<file path="config.mk">
export PLATFORM = sky130hd
export DESIGN_NAME = alu_scheduler_flat
export DESIGN_NICKNAME = d
export VERILOG_FILES = /design/src/rtl/alu_scheduler_if.sv /design/src/rtl/alu_scheduler.sv /design/src/flat_wrapper.sv
export SDC_FILE = /design/constraint.sdc
export NUM_CORES = 1
export LEC_CHECK = 0
export ABC_CLOCK_PERIOD_IN_PS = 6900
export CAP_MARGIN = 40
export CORE_MARGIN = 2
export CORE_UTILIZATION = 42
export CTS_CLUSTER_DIAMETER = 100
export DETAILED_ROUTE_END_ITERATION = 8
export PLACE_DENSITY_LB_ADDON = 0.25
export REMOVE_ABC_BUFFERS = 1
export SETUP_SLACK_MARGIN = 0.05
export SLEW_MARGIN = 5
export SYNTH_ARGS = -nofsm -noshare
export SYNTH_HDL_FRONTEND = slang
export SYNTH_SLANG_ARGS = --single-unit
</file>
<file path="constraint.sdc">
create_clock -name clk_i -period 6.9 [get_ports clk_i]
set_input_delay 0.69 -clock clk_i [delete_from_list [all_inputs] [get_ports clk_i]]
set_output_delay 0.69 -clock clk_i [all_outputs]
set_load 0.02 [all_outputs]
</file>
<file path="src/rtl/alu_scheduler_if.sv">
// Bundles the requester, ALU and response channels of alu_scheduler.
// The master side is the environment (requesters, ALU, response sink).
// The slave side is the scheduler itself.
interface alu_scheduler_if #(
  parameter int DATA_WIDTH = 8,
  parameter int NUM_REQ    = 4,
  parameter int ID_WIDTH   = $clog2(NUM_REQ)
);

  // Requester side
  logic [NUM_REQ-1:0]            ReqValid;
  logic [NUM_REQ-1:0]            ReqReady;
  logic [4*NUM_REQ-1:0]          ReqOperator;
  logic [DATA_WIDTH*NUM_REQ-1:0] ReqInput1;
  logic [DATA_WIDTH*NUM_REQ-1:0] ReqInput2;

  // Shared ALU side
  logic [DATA_WIDTH-1:0]         AluInput1;
  logic [DATA_WIDTH-1:0]         AluInput2;
  logic [3:0]                    AluOperator;
  logic [DATA_WIDTH-1:0]         AluResult;
  logic                          AluCarry;

  // Response side
  logic                          RspValid;
  logic                          RspReady;
  logic [ID_WIDTH-1:0]           RspId;
  logic [DATA_WIDTH-1:0]         RspResult;
  logic                          RspCarry;
  logic                          RspDivZero;

  // Status
  logic                          Busy;

  modport master (
    output ReqValid, ReqOperator, ReqInput1, ReqInput2,
    output AluResult, AluCarry,
    output RspReady,
    input  ReqReady,
    input  AluInput1, AluInput2, AluOperator,
    input  RspValid, RspId, RspResult, RspCarry, RspDivZero,
    input  Busy
  );

  modport slave (
    input  ReqValid, ReqOperator, ReqInput1, ReqInput2,
    input  AluResult, AluCarry,
    input  RspReady,
    output ReqReady,
    output AluInput1, AluInput2, AluOperator,
    output RspValid, RspId, RspResult, RspCarry, RspDivZero,
    output Busy
  );

endinterface

</file>
<file path="src/rtl/alu_scheduler.sv">
// Round-robin scheduler sharing one external combinational ALU among
// NUM_REQ requesters. One operation is in flight at a time:
// IDLE (arbitrate and latch operands) -> EXEC (ALU settles, capture result)
// -> RESP (hold response until accepted).
module alu_scheduler #(
  parameter int DATA_WIDTH = 8,
  parameter int NUM_REQ    = 4,
  parameter int ID_WIDTH   = $clog2(NUM_REQ)
) (
  input  logic          clk_i,
  input  logic          rst_i,
  alu_scheduler_if.slave bus
);

  localparam logic [3:0] OP_DIV = 4'b0011;

  typedef enum logic [1:0] {
    IDLE = 2'd0,
    EXEC = 2'd1,
    RESP = 2'd2
  } state_t;

  state_t                state_q, state_d;
  logic [ID_WIDTH-1:0]   ptr_q, ptr_d;
  logic [ID_WIDTH-1:0]   gnt_id_q, gnt_id_d;
  logic                  div_z_q, div_z_d;
  logic [DATA_WIDTH-1:0] alu_in1_q, alu_in1_d;
  logic [DATA_WIDTH-1:0] alu_in2_q, alu_in2_d;
  logic [3:0]            alu_op_q, alu_op_d;
  logic                  rsp_valid_q, rsp_valid_d;
  logic [ID_WIDTH-1:0]   rsp_id_q, rsp_id_d;
  logic [DATA_WIDTH-1:0] rsp_result_q, rsp_result_d;
  logic                  rsp_carry_q, rsp_carry_d;
  logic                  rsp_div_zero_q, rsp_div_zero_d;

  // Arbiter results
  logic                  found;
  logic [ID_WIDTH-1:0]   grant;
  logic [ID_WIDTH-1:0]   idx;
  int                    idx_int;

  // Slice of the granted requester
  logic [3:0]            sel_op;
  logic [DATA_WIDTH-1:0] sel_in1;
  logic [DATA_WIDTH-1:0] sel_in2;

  // Round-robin search: first valid request at or after ptr_q, wrapping.
  // NOTE: every combinational output gets a default before any branch, so no latch can be inferred.
  always_comb begin
    found   = 1'b0;
    grant   = '0;
    idx     = '0;
    idx_int = 0;
    for (int k = 0; k < NUM_REQ; k++) begin
      idx_int = int'(ptr_q) + k;
      if (idx_int >= NUM_REQ) begin
        idx_int = idx_int - NUM_REQ;
      end
      idx = ID_WIDTH'(idx_int);
      if (!found && bus.ReqValid[idx]) begin
        found = 1'b1;
        grant = idx;
      end
    end
  end

  // Operand/operator slice of the granted requester.
  always_comb begin
    sel_op  = bus.ReqOperator[4*grant +: 4];
    sel_in1 = bus.ReqInput1[DATA_WIDTH*grant +: DATA_WIDTH];
    sel_in2 = bus.ReqInput2[DATA_WIDTH*grant +: DATA_WIDTH];
  end

  // Accept strobe: one-hot on the grant, only while idle and out of reset.
  always_comb begin
    bus.ReqReady = '0;
    if (state_q == IDLE && found && !rst_i) begin
      bus.ReqReady = NUM_REQ'(1) << grant;
    end
  end

  // Next-state and datapath update for the three-state sequencer.
  always_comb begin
    state_d        = state_q;
    ptr_d          = ptr_q;
    gnt_id_d       = gnt_id_q;
    div_z_d        = div_z_q;
    alu_in1_d      = alu_in1_q;
    alu_in2_d      = alu_in2_q;
    alu_op_d       = alu_op_q;
    rsp_valid_d    = rsp_valid_q;
    rsp_id_d       = rsp_id_q;
    rsp_result_d   = rsp_result_q;
    rsp_carry_d    = rsp_carry_q;
    rsp_div_zero_d = rsp_div_zero_q;

    unique case (state_q)
      IDLE: begin
        if (found) begin
          alu_in1_d = sel_in1;
          alu_in2_d = sel_in2;
          alu_op_d  = sel_op;
          gnt_id_d  = grant;
          div_z_d   = (sel_op == OP_DIV) && (sel_in2 == '0);
          ptr_d     = (grant == ID_WIDTH'(NUM_REQ - 1)) ? '0 : grant + 1'b1;
          state_d   = EXEC;
        end
      end

      EXEC: begin
        // Divide by zero reports all ones with no carry, whatever the ALU says.
        rsp_result_d   = div_z_q ? '1 : bus.AluResult;
        rsp_carry_d    = div_z_q ? 1'b0 : bus.AluCarry;
        rsp_div_zero_d = div_z_q;
        rsp_id_d       = gnt_id_q;
        rsp_valid_d    = 1'b1;
        state_d        = RESP;
      end

      RESP: begin
        if (bus.RspReady) begin
          rsp_valid_d = 1'b0;
          state_d     = IDLE;
        end
      end

      default: begin
        state_d = IDLE;
      end
    endcase
  end

  // State and datapath registers; reset discards any operation in flight.
  // NOTE: sequential state uses non-blocking assignments so every register samples pre-edge values.
  always_ff @(posedge clk_i or posedge rst_i) begin
    if (rst_i) begin
      state_q        <= IDLE;
      ptr_q          <= '0;
      gnt_id_q       <= '0;
      div_z_q        <= 1'b0;
      alu_in1_q      <= '0;
      alu_in2_q      <= '0;
      alu_op_q       <= '0;
      rsp_valid_q    <= 1'b0;
      rsp_id_q       <= '0;
      rsp_result_q   <= '0;
      rsp_carry_q    <= 1'b0;
      rsp_div_zero_q <= 1'b0;
    end else begin
      state_q        <= state_d;
      ptr_q          <= ptr_d;
      gnt_id_q       <= gnt_id_d;
      div_z_q        <= div_z_d;
      alu_in1_q      <= alu_in1_d;
      alu_in2_q      <= alu_in2_d;
      alu_op_q       <= alu_op_d;
      rsp_valid_q    <= rsp_valid_d;
      rsp_id_q       <= rsp_id_d;
      rsp_result_q   <= rsp_result_d;
      rsp_carry_q    <= rsp_carry_d;
      rsp_div_zero_q <= rsp_div_zero_d;
    end
  end

  // Registered outputs.
  always_comb begin
    bus.AluInput1   = alu_in1_q;
    bus.AluInput2   = alu_in2_q;
    bus.AluOperator = alu_op_q;
    bus.RspValid    = rsp_valid_q;
    bus.RspId       = rsp_id_q;
    bus.RspResult   = rsp_result_q;
    bus.RspCarry    = rsp_carry_q;
    bus.RspDivZero  = rsp_div_zero_q;
    bus.Busy        = (state_q != IDLE);
  end

endmodule

</file>
<file path="src/flat_wrapper.sv">
// flat-port wrapper written by rule: the top's interface ports become plain ports
module alu_scheduler_flat 
#(
  parameter int DATA_WIDTH = 8,
  parameter int NUM_REQ    = 4,
  parameter int ID_WIDTH   = $clog2(NUM_REQ)
)
  (clk_i, rst_i, bus_ReqValid, bus_ReqOperator, bus_ReqInput1, bus_ReqInput2, bus_AluResult, bus_AluCarry, bus_RspReady, bus_ReqReady, bus_AluInput1, bus_AluInput2, bus_AluOperator, bus_RspValid, bus_RspId, bus_RspResult, bus_RspCarry, bus_RspDivZero, bus_Busy);
  alu_scheduler_if #(.DATA_WIDTH(DATA_WIDTH), .NUM_REQ(NUM_REQ), .ID_WIDTH(ID_WIDTH)) bus_i ();
  input  logic clk_i;
  input  logic rst_i;
  input wire logic [$bits(bus_i.ReqValid)-1:0] bus_ReqValid;
  input wire logic [$bits(bus_i.ReqOperator)-1:0] bus_ReqOperator;
  input wire logic [$bits(bus_i.ReqInput1)-1:0] bus_ReqInput1;
  input wire logic [$bits(bus_i.ReqInput2)-1:0] bus_ReqInput2;
  input wire logic [$bits(bus_i.AluResult)-1:0] bus_AluResult;
  input wire logic [$bits(bus_i.AluCarry)-1:0] bus_AluCarry;
  input wire logic [$bits(bus_i.RspReady)-1:0] bus_RspReady;
  output wire logic [$bits(bus_i.ReqReady)-1:0] bus_ReqReady;
  output wire logic [$bits(bus_i.AluInput1)-1:0] bus_AluInput1;
  output wire logic [$bits(bus_i.AluInput2)-1:0] bus_AluInput2;
  output wire logic [$bits(bus_i.AluOperator)-1:0] bus_AluOperator;
  output wire logic [$bits(bus_i.RspValid)-1:0] bus_RspValid;
  output wire logic [$bits(bus_i.RspId)-1:0] bus_RspId;
  output wire logic [$bits(bus_i.RspResult)-1:0] bus_RspResult;
  output wire logic [$bits(bus_i.RspCarry)-1:0] bus_RspCarry;
  output wire logic [$bits(bus_i.RspDivZero)-1:0] bus_RspDivZero;
  output wire logic [$bits(bus_i.Busy)-1:0] bus_Busy;
  assign bus_i.ReqValid = bus_ReqValid;
  assign bus_i.ReqOperator = bus_ReqOperator;
  assign bus_i.ReqInput1 = bus_ReqInput1;
  assign bus_i.ReqInput2 = bus_ReqInput2;
  assign bus_i.AluResult = bus_AluResult;
  assign bus_i.AluCarry = bus_AluCarry;
  assign bus_i.RspReady = bus_RspReady;
  assign bus_ReqReady = bus_i.ReqReady;
  assign bus_AluInput1 = bus_i.AluInput1;
  assign bus_AluInput2 = bus_i.AluInput2;
  assign bus_AluOperator = bus_i.AluOperator;
  assign bus_RspValid = bus_i.RspValid;
  assign bus_RspId = bus_i.RspId;
  assign bus_RspResult = bus_i.RspResult;
  assign bus_RspCarry = bus_i.RspCarry;
  assign bus_RspDivZero = bus_i.RspDivZero;
  assign bus_Busy = bus_i.Busy;
  alu_scheduler #(.DATA_WIDTH(DATA_WIDTH), .NUM_REQ(NUM_REQ), .ID_WIDTH(ID_WIDTH)) u_core (.clk_i(clk_i), .rst_i(rst_i), .bus(bus_i));
endmodule
</file>
==> metrics.cfg <==
[status]
status = finished clean

[sta]
finClkSkew_ps = 6.573
finalCriticalPeriod_ps = 4299
worst_pin_slew_ps = 765.0
hold_viol = 0
fmax_mhz = 232.6
period_share_pct = 62.31
setup_tns_ps = 0
finalSetupViolCount = 0
final-max-slew-violation-count = 0
relSlewSlack_pct = 49.00
rsz0062_at_grt = no

[die]
dieArea_mm2 = 0.006269
ios = 134
dieWidth_um = 79.18
rows = 27
die_h_um = 79.18
core_area_mm2 = 0.005473
initial_core_util_pct = 43.37

[power]
peakVddDrop_uv = 227.9
netSwitchingPower_mw = 0.6394
p_comb_share_pct = 59.1
pwr-share-clk_pct = 13.1
seqPwrFrac_pct = 27.8
power_density_mw_per_mm2 = 384.5
leakagePower_nw = 1.797
power.internal_mw = 0.8462
switching_share_pct = 43.04

[synthesis]
async_flop_share_pct = 100.0
synthFlopType = dfrtp_1
ys_ff_latch = 40
yosys_warnings = 0
ys_seq_area_share_pct = 42.17
synth_top_area_cell = dfrtp_1
synth_top_area_share_pct = 42.17
syn-instance-count = 298
ys_types = 35
syn-mean-instance-area_um2 = 7.965
synth_area_mm2 = 0.002374
synth_area_leaders = dfrtp_1 42%, nand2_1 17%, mux2i_1 8.4%
synth-edff-count = 0

[grt]
antenna_found_initial = 0
grt_pass1_wl_um = 11230
grt_use_total_pct = 22.84
grt_pass1_vias = 2455
grt_max_degree = 41
grt_overflow = 0

[detailed_routing]
viasPerCell = 5.093
vias = 2516
drc = 0
dr.pass1.iters = 4
drt_iter0_drc = 141
wirelength_um = 6768
ant_nets = 0
avgRoutedWirePerCell_um = 13.70

[clock_tree]
cts-resized-gates = 0
post_cts_buffers = 0
htreeDepth = 2
clock_sinks = 40
tritoncts = built
clockBufferDepth = 2
hold_buffers = 0
clk_latency_ps = 290
clkTransAtPathRegs_ps = 80
cts_buffers = 5
cts_root_buffer = clkbuf_8

[final_layout]
drive_gt1_share_pct = 5.450
layout_commonest_cell = clkdlybuf4s50_1
fillCellCount = 448
area_delta_synth_final_pct = 62.78
mostFrequentLayoutCells = 133 x clkdlybuf4s50_1, 110 x nand2_1, 40 x dfrtp_1, 25 x nand3_1, 20 x mux2i_1
fin_area_mm2 = 0.003864
nNetsFinal = 521
diodes = 0

[worst_hold_path]
hold_class = reg -> reg

[worst_setup_path]
crit_fanout = 24
end_kind = primary output
required_ps = 6210
critical_path_class = in -> out
cp_data_arrival_time_ps = 3610
start_kind = input port

[placement]
gp_congestion = 0.7837
io_buffers = 133
placed_area_mm2 = 0.003747
dp_hpwl_um = 5137

[job]
maxCapViolCount = 0

## critical path, stage by stage
cell and delay [ps]:
clkdlybuf4s50_1 510, a21o_1 220, a21oi_1 140, o22a_1 650, inv_2 410, ha_1 310, and3_1 140, clkdlybuf4s50_1 530
## through the flow
stage | utilization (%) | setup WS [ps] | instances | hold WS, ps | power, mW
2_1_floorplan | - | 3111 | 279 | 446.0 | 0.9219
5_1_grt | 70.60 | 2478 | 494 | 503.2 | 1.604
3_3_place_gp | 67.97 | 2718 | 485 | 458.9 | 1.270
3_5_place_dp | 68.47 | 2648 | 486 | 462.1 | 1.300
4_1_cts | 70.60 | 2623 | 494 | 483.0 | 1.497
6_report | 70.60 | 2601 | 494 | 480.3 | 1.486
## worst paths after layout
kind / from / to / slack [ps] / cells past startpoint
max in group asynchronous: rst_i / u_core.bus.AluOperator[0] / 5690 / 3
min reg2reg: u_core.bus.AluInput2[0] / u_core.bus.AluInput2[0] / 480 / 2
min: u_core.bus.AluInput2[0] / u_core.bus.AluInput2[0] / 480 / 2
max reg2reg: u_core.ptr_q[1] / u_core.div_z_q / 3630 / 8
max: bus_ReqValid[0] / bus_ReqReady[1] / 2600 / 8
min in group asynchronous: rst_i / u_core.state_q[0] / 730 / 2
## layer usage
| layer | part of all wire [%] | global-route usage, % |
|---|---|---|
| met1 | 41 | 27.49 |
| met2 | 50 | 39.58 |
| met3 | 7.4 | 5.909 |
| met4 | 1.6 | 7.759 |
| met5 | 0 | 0 |
## power by group through the flow
| stage | combinational (mW) | sequential (mW) | clock (mW) |
|---|---|---|---|
| floorplan | 0.398 | 0.524 | 0 |
| global placement | 0.858 | 0.412 | 0 |
| detailed placement | 0.884 | 0.416 | 0 |
| CTS | 0.887 | 0.412 | 0.198 |
| global route | 0.966 | 0.426 | 0.213 |
| finish | 0.879 | 0.413 | 0.194 |
## kinds of logic (layout without fill, tap and decap cells)
kind of cell	Yosys count	in the layout	share of synthesized area [%]
simple gates	160	160	28.47
compound gates	41	41	10.60
fa+ha+maj	4	4	2.109
flops	40	40	42.17
buf+inv	27	151	5.219
mux	26	26	11.44
## state kept, by name, indices dropped and copies added, names as in the netlist, 2 cells and up
name / count
u_core.state_q: 2
u_core.bus.RspResult: 8
u_core.ptr_q: 2
u_core.gnt_id_q: 2
u_core.bus.AluOperator: 4
u_core.bus.AluInput1: 8
u_core.bus.RspId: 2
u_core.bus.AluInput2: 8
## synthesized netlist by cell type, drive strengths merged (2+ instances only)
cell type and n:
inv 8, dfrtp 40, nand3 25, buf 9
a21oi 6, and3 6, mux2i 20, nor2 10
mux2 6, o221ai 2, o21ai 24, nand2b 3
clkbuf 10, ha 4, a21o 2, nand2 110
or2 2
## cell type report
class                           instances  area, µm²  area share (%)
Clock buffer                            5      68.82           1.781
Clock inverter                          3      47.55           1.231
Inverter                                8      30.03          0.7772
Multi-Input combinational cell        231       1260           32.61
Sequential cell                        40       1001           25.91
Tap cell                               72      90.09           2.332
Timing Repair Buffer                  135       1366           35.36
(Power assumes the default switching activity.)
